`src/rtl/conv2_window_feeder.sv`:
```
// Streaming 3x3x3 window generator for the conv2 filter stage: two line
// buffers per channel feed a shifting window, emitted with a valid/ready handshake.
module conv2_window_feeder #(
  parameter int IMG_W = 14,
  parameter int IMG_H = 14,
  parameter int CW    = 4,
  parameter int RW    = 4
) (
  input  logic        CLK,
  input  logic        CLR,
  input  logic        in_valid,
  output logic        in_ready,
  input  logic [17:0] in_pix,
  output logic [53:0] A1,
  output logic [53:0] A2,
  output logic [53:0] A3,
  output logic        win_valid,
  input  logic        win_ready,
  output logic        frame_done
);

  // All three channels travel together as one 18-bit pixel word.
  logic [17:0] lb0 [IMG_W];
  logic [17:0] lb1 [IMG_W];
  logic [17:0] win [3][3];

  logic [CW-1:0] col;
  logic [RW-1:0] row;

  logic accept;
  logic emit;
  logic last_pix;
  logic col_last;
  logic row_last;

  assign in_ready = !win_valid || win_ready;
  assign accept   = in_valid && in_ready;
  assign col_last = (col == CW'(IMG_W - 1));
  assign row_last = (row == RW'(IMG_H - 1));
  assign emit     = accept && (row >= RW'(2)) && (col >= CW'(2));
  assign last_pix = accept && row_last && col_last;

  // NOTE: line buffers are plain storage with no reset; rows 0-1 of every
  // frame rewrite them before they can reach an emitted window.
  always_ff @(posedge CLK) begin
    if (accept) begin
      lb1[col] <= lb0[col];
      lb0[col] <= in_pix;
    end
  end

  // NOTE: sequential state uses non-blocking assignments so every register
  // samples the pre-edge values, which the left shift below depends on.
  always_ff @(posedge CLK or posedge CLR) begin
    if (CLR) begin
      for (int i = 0; i < 3; i++)
        for (int j = 0; j < 3; j++)
          win[i][j] <= '0;
    end else if (accept) begin
      for (int i = 0; i < 3; i++) begin
        win[i][0] <= win[i][1];
        win[i][1] <= win[i][2];
      end
      win[0][2] <= lb1[col];
      win[1][2] <= lb0[col];
      win[2][2] <= in_pix;
    end
  end

  always_ff @(posedge CLK or posedge CLR) begin
    if (CLR) begin
      col        <= '0;
      row        <= '0;
      win_valid  <= 1'b0;
      frame_done <= 1'b0;
    end else begin
      if (accept) begin
        if (col_last) begin
          col <= '0;
          row <= row_last ? '0 : row + RW'(1);
        end else begin
          col <= col + CW'(1);
        end
      end
      // A held window stays valid until consumed; a new one always wins.
      if (emit)
        win_valid <= 1'b1;
      else if (win_ready)
        win_valid <= 1'b0;
      frame_done <= last_pix;
    end
  end

  // NOTE: outputs get a full default before the loop so no latch is inferred.
  always_comb begin
    A1 = '0;
    A2 = '0;
    A3 = '0;
    for (int i = 0; i < 3; i++) begin
      for (int j = 0; j < 3; j++) begin
        A1[6*(3*i+j) +: 6] = win[i][j][5:0];
        A2[6*(3*i+j) +: 6] = win[i][j][11:6];
        A3[6*(3*i+j) +: 6] = win[i][j][17:12];
      end
    end
  end

endmodule

```
`config.mk`:
```
export PLATFORM = sky130hd
export DESIGN_NAME = conv2_window_feeder
export DESIGN_NICKNAME = d
export VERILOG_FILES = /design/src/rtl/conv2_window_feeder.sv
export SDC_FILE = /design/constraint.sdc
export NUM_CORES = 1
export LEC_CHECK = 0
export CAP_MARGIN = 20
export CORE_MARGIN = 8
export CORE_UTILIZATION = 35
export DETAILED_ROUTE_END_ITERATION = 7
export GPL_ROUTABILITY_DRIVEN = 0
export HOLD_SLACK_MARGIN = 0.02
export SLEW_MARGIN = 20
export SYNTH_ARGS = -nofsm -noshare
export SYNTH_HDL_FRONTEND = slang
export SYNTH_SLANG_ARGS = --single-unit
```
`constraint.sdc`:
```
create_clock -name CLK -period 7.9 [get_ports CLK]
set_input_delay 1.58 -clock CLK [delete_from_list [all_inputs] [get_ports CLK]]
set_output_delay 1.58 -clock CLK [all_outputs]
set_load 0.02 [all_outputs]
```
== Yosys cells after proc, flatten, opt, wreduce, memory -nomap -nowiden ==
Memories as Yosys holds them, arrays and structs flattened. A register that Yosys moved wholly into a read port is not among the register bits.
Cells that the tools add are included.

* Bits in registers: 154
* Memory bits (writable): 504
* Memories: 2
* Output and inout bits: 165

{| class="wikitable"
|+ Memory list
! memory !! depth !! width !! read ports !! clocked after memory_dff !! write ports !! RTL line !! source
|-
| lb0 || 14 || 18 || 1 || 0 || 1 || 23 || <nowiki>logic [17:0] lb0 [IMG_W];</nowiki>
|-
| lb1 || 14 || 18 || 1 || 1 || 1 || 24 || <nowiki>logic [17:0] lb1 [IMG_W];</nowiki>
|}

* Equal/unequal tests: 2
* Mux-type cells: 6
* Order comparisons: 2
* Reductions and logical operators: 9
* Add/subtract/negate cells: 2

{| class="wikitable"
|+ Operator list
! operator !! number
|-
| 4-bit by 1-bit adder with 4-bit output (second input constant) || 2
|-
| 4-bit equality test (second input constant) || 2
|-
| 4-bit by 2-bit greater-or-equal comparator with 1-bit output (second input constant) || 2
|-
| 4-bit two-way mux || 2
|-
| 1-bit logical AND || 5
|-
| 1-bit two-way mux || 4
|-
| 2-bit AND reduction || 1
|-
| 2-bit nonzero test || 1
|-
| 1-bit logical NOT || 1
|-
| 1-bit logical OR || 1
|}

== Longest topological paths before layout ==
* Word-level depth: 6
* Mapped depth: 9

== Worst setup path before layout ==
OpenSTA, ideal clock, no wires.

* Path type: input-to-reg
* Start point: input win_ready
* End point: memory lb0[12][0] (enable)
* Arrival: 5.771 ns
* Setup slack: 1.610 ns
* Stages: 4
* Path through: nand2b_1 -> nand2_1 -> clkbuf_1 -> nor4_1

* Longest elaborated chain between the ends: 4

{| class="wikitable"
|+ Ends and longest elaborated chain
! element !! RTL line !! source
|-
| start, declared || 18 || <nowiki>input logic win_ready,</nowiki>
|-
| 1-bit logical OR || 36 || <nowiki>assign in_ready = !win_valid || win_ready;</nowiki>
|-
| 1-bit logical AND || 37 || <nowiki>assign accept = in_valid && in_ready;</nowiki>
|-
| 1-bit two-way mux || 46 || <nowiki>if (accept) begin</nowiki>
|-
| 1-bit two-way mux (implied by the code) || 48 || <nowiki>lb0[col] <= in_pix;</nowiki>
|-
| end, declared || 23 ||
|}

No other way between the ends.

== Worst setup path after layout ==
* Start point: input win_ready
* End point: output in_ready

* Longest elaborated chain between the ends: 1

{| class="wikitable"
|+ Ends and longest elaborated chain
! element !! RTL line !! source
|-
| 1-bit logical OR || 36 ||
|-
| end, declared || 12 || <nowiki>output logic in_ready,</nowiki>
|}

No other way between the ends.

==> results.toml <==
[sta]
period_share_pct = 57.5
rsz0062_at_grt = "false"
fmax_mhz = 220
min_period_ns = 4.54
relSlewSlack_pct = 35.0
setup_tns_ns = 0
setup_viol = 0
maxSlewViolCount = 0
finalWorstSetupSlack_ns = 3.36
fin_skew_ns = 0.0273
hold_ws_ns = 0.461
hold_viol_final = 0
worstMarginPinSlew_ns = 0.976

[finish]
fillers = 6488
layout-drive-gt1-share_pct = 13.6
syn_to_final_growth_pct = 19.9
num-nets-final = 1891
stdcell_count = 2884

[min_path]
hp-start = "row[0]"
holdPathStages = 1
hold_path.class = "reg2reg"
hold_end = "row[0]"

[grt]
antenna_found_initial = 0
grt_pass1_vias = 14748
grt.total_usage_pct = 15.1
grt_pass1_wl_um = 95300
overflow = 0
grt_max_degree = 110

[synthesis]
ys_warn_count = 0
synth_area_per_cell_um2 = 15.6
synthArstFlopShare_pct = 25.4
synth_top_flop_cell = "edfxtp_1"
synth_edf_count = 504
synth_area_mm2 = 0.0259
synth-seq-cells = 676
netlist_instances = 1664
syn_nets = 1686
ys_types = 44
yosysSeqAreaShare_pct = 75.0

[setup_path]
cp-start-kind = "input port"
cp.required_ns = 6.32
rrSetupSlack_ns = 4.09
critical_path_class = "in2out"
cp_max_fo = 5
rr_worst_depth = 5
arrival_ns = 2.96
r2r-end = "A3[32]"
end_kind = "primary output"
rr_startpoint = "col[3]"

[floorplanning]
dieArea_mm2 = 0.0830
coreArea_mm2 = 0.0732
initial_core_util_pct = 35.4
die_h_um = 288
rows = 99
die_w_um = 288
ios = 187

[cts]
ctsRootBufferMaster = "clkbuf_16"
cts_setup_buffers = 0
worstSkewPairLatency_ns = 0.59
cts.sinks = 676
path_clk_slew_ns = 0.06
hold_buffers = 0
cts_buffers = 69
cts_resized = 0
tritoncts = "done"
clockBufferDepth = 3
h-tree-depth = 3

[drt]
wl_per_cell_um = 22.0
drtIter0Drc = 1286
firstDrtPassIters = 5
routed_wl_um = 63300
viasPerCell = 5.03
vias = 14494
ant_nets = 0
remaining_drc_errors = 0

[power_and_ir_drop]
p_per_area_mw_per_mm2 = 404
peakVddDrop_uv = 188
leakage_nw = 11.4
power_mw = 12.6

[placement]
place_ws_ns = 3.04
dp_cells = 2757
hpwl_um = 38700
io_buffers = 186

[flow_run]
maxCapViolations = 0

[run_status]
status = "complete, no violations"
[metrics by stage]
step                      utilization [%]  cell area [µm²]
after detailed placement             39.5            28900
final                                42.4            31100
after CTS                            42.4            31100
after global routing                 42.4            31100
after global placement               39.5            28900
after floorplan                         -            25900
[cell families (layout without fill, tap and decap cells)]
logic type	count (synthesis)	in the layout	share of synthesized area, %
other	0	1	0
AOI/OAI and AO/OA	136	136	3.81
buffers and inverters	96	356	1.89
DFF	676	676	75.0
and+or+nand+nor	529	529	8.57
xor gates and xnor gates	2	2	0.0676
muxes	225	225	10.7
[critical path, stage by stage]
cell and delay (ns):
clkdlybuf4s50_1 0.47, nand2b_1 0.25, clkdlybuf4s50_1 0.66
[cell usage in the layout, fill, tap and decap left out, types with 4 or more instances in the layout]
cell / count
a21oi_1: 13
o221a_2: 13
or4_4: 5
nor2_4: 9
clkbuf_1: 21
clkbuf_16: 72
nand2b_1: 43
clkdlybuf4s50_1: 186
nor4_1: 7
mux4_2: 35
mux2_4: 5
a2111oi_0: 11
clkinv_1: 11
inv_6: 4
o211ai_1: 26
mux2_2: 42
dfrtp_1: 168
buf_4: 40
nand3b_1: 4
o21ai_0: 10
clkinv_2: 11
nand2_1: 401
edfxtp_1: 504
mux2i_1: 143
nor3_2: 4
o22ai_1: 47
nor2_1: 38
a32oi_1: 13
[worst max-delay path by stage]
stage                     slack, ns       from    endpoint
after global routing           3.33  win_ready    in_ready
final                          3.36  win_ready    in_ready
after detailed placement       3.04  win_ready  lb0[3][13]
after floorplan                1.61  win_ready  lb0[12][0]
after global placement         3.08  win_ready   lb0[3][3]
after CTS                      3.35  win_ready    in_ready
[final cells by class]
cell class | instances | area (µm²) | area share (%)
sequential | 676 | 19400 | 62.6
multi-input combinational | 892 | 6100 | 19.6
timing repair buffer | 228 | 2180 | 7.01
clock buffer | 95 | 1910 | 6.14
tap | 959 | 1200 | 3.86
clock inverter | 31 | 224 | 0.721
inverter | 2 | 15.0 | 0.0483
antenna | 1 | 2.50 | 0.00805
[power by group]
part | total [mW] | internal (mW) | switching, mW
clock | 3.07 | 1.76 | 1.30
sequential | 5.39 | 4.90 | 0.484
combinational | 4.11 | 1.62 | 2.49
[state kept, by name (all words and copies together), names as in the netlist]
signal	count
win_valid	1
A2	54
frame_done	1
lb0	252
row	4
lb1	252
A1	54
A3	54
col	4
[Yosys cell counts (2+ instances only)]
cell	instances	area [µm²]
edfxtp_1	504	15100
nand2_1	402	1510
dfrtp_1	172	4300
mux2i_1	143	1430
nor2_1	47	176
o22ai_1	47	294
clkbuf_1	44	165
nand2b_1	43	269
mux2_2	42	473
mux4_2	35	788
o211ai_1	26	195
buf_2	24	120
a21oi_1	13	65.1
a32oi_1	13	114
buf_4	13	97.6
o221a_2	13	146
a2111oi_0	11	96.3
o21ai_0	10	50.1
nor4_1	8	50.1
buf_1	6	22.5
buf_6	5	56.3
mux2_4	5	75.1
nor3_1	5	25.0
or4_4	5	56.3
nand3b_1	4	30.0
nand3_1	2	10.0
nor2b_1	2	12.5
o2bb2ai_1	2	17.5
or3_1	2	12.5
or3b_2	2	17.5
[metal layers]
layer	global-route usage (%)	wire length, µm	vias to the layer above
li1	-	-	6574
met1	20.3	27300	7351
met2	24.7	30600	468
met3	2.96	3890	101
met4	4.89	1550	0
met5	0	0	-
Note: power is estimated with default switching activity, not from simulation.
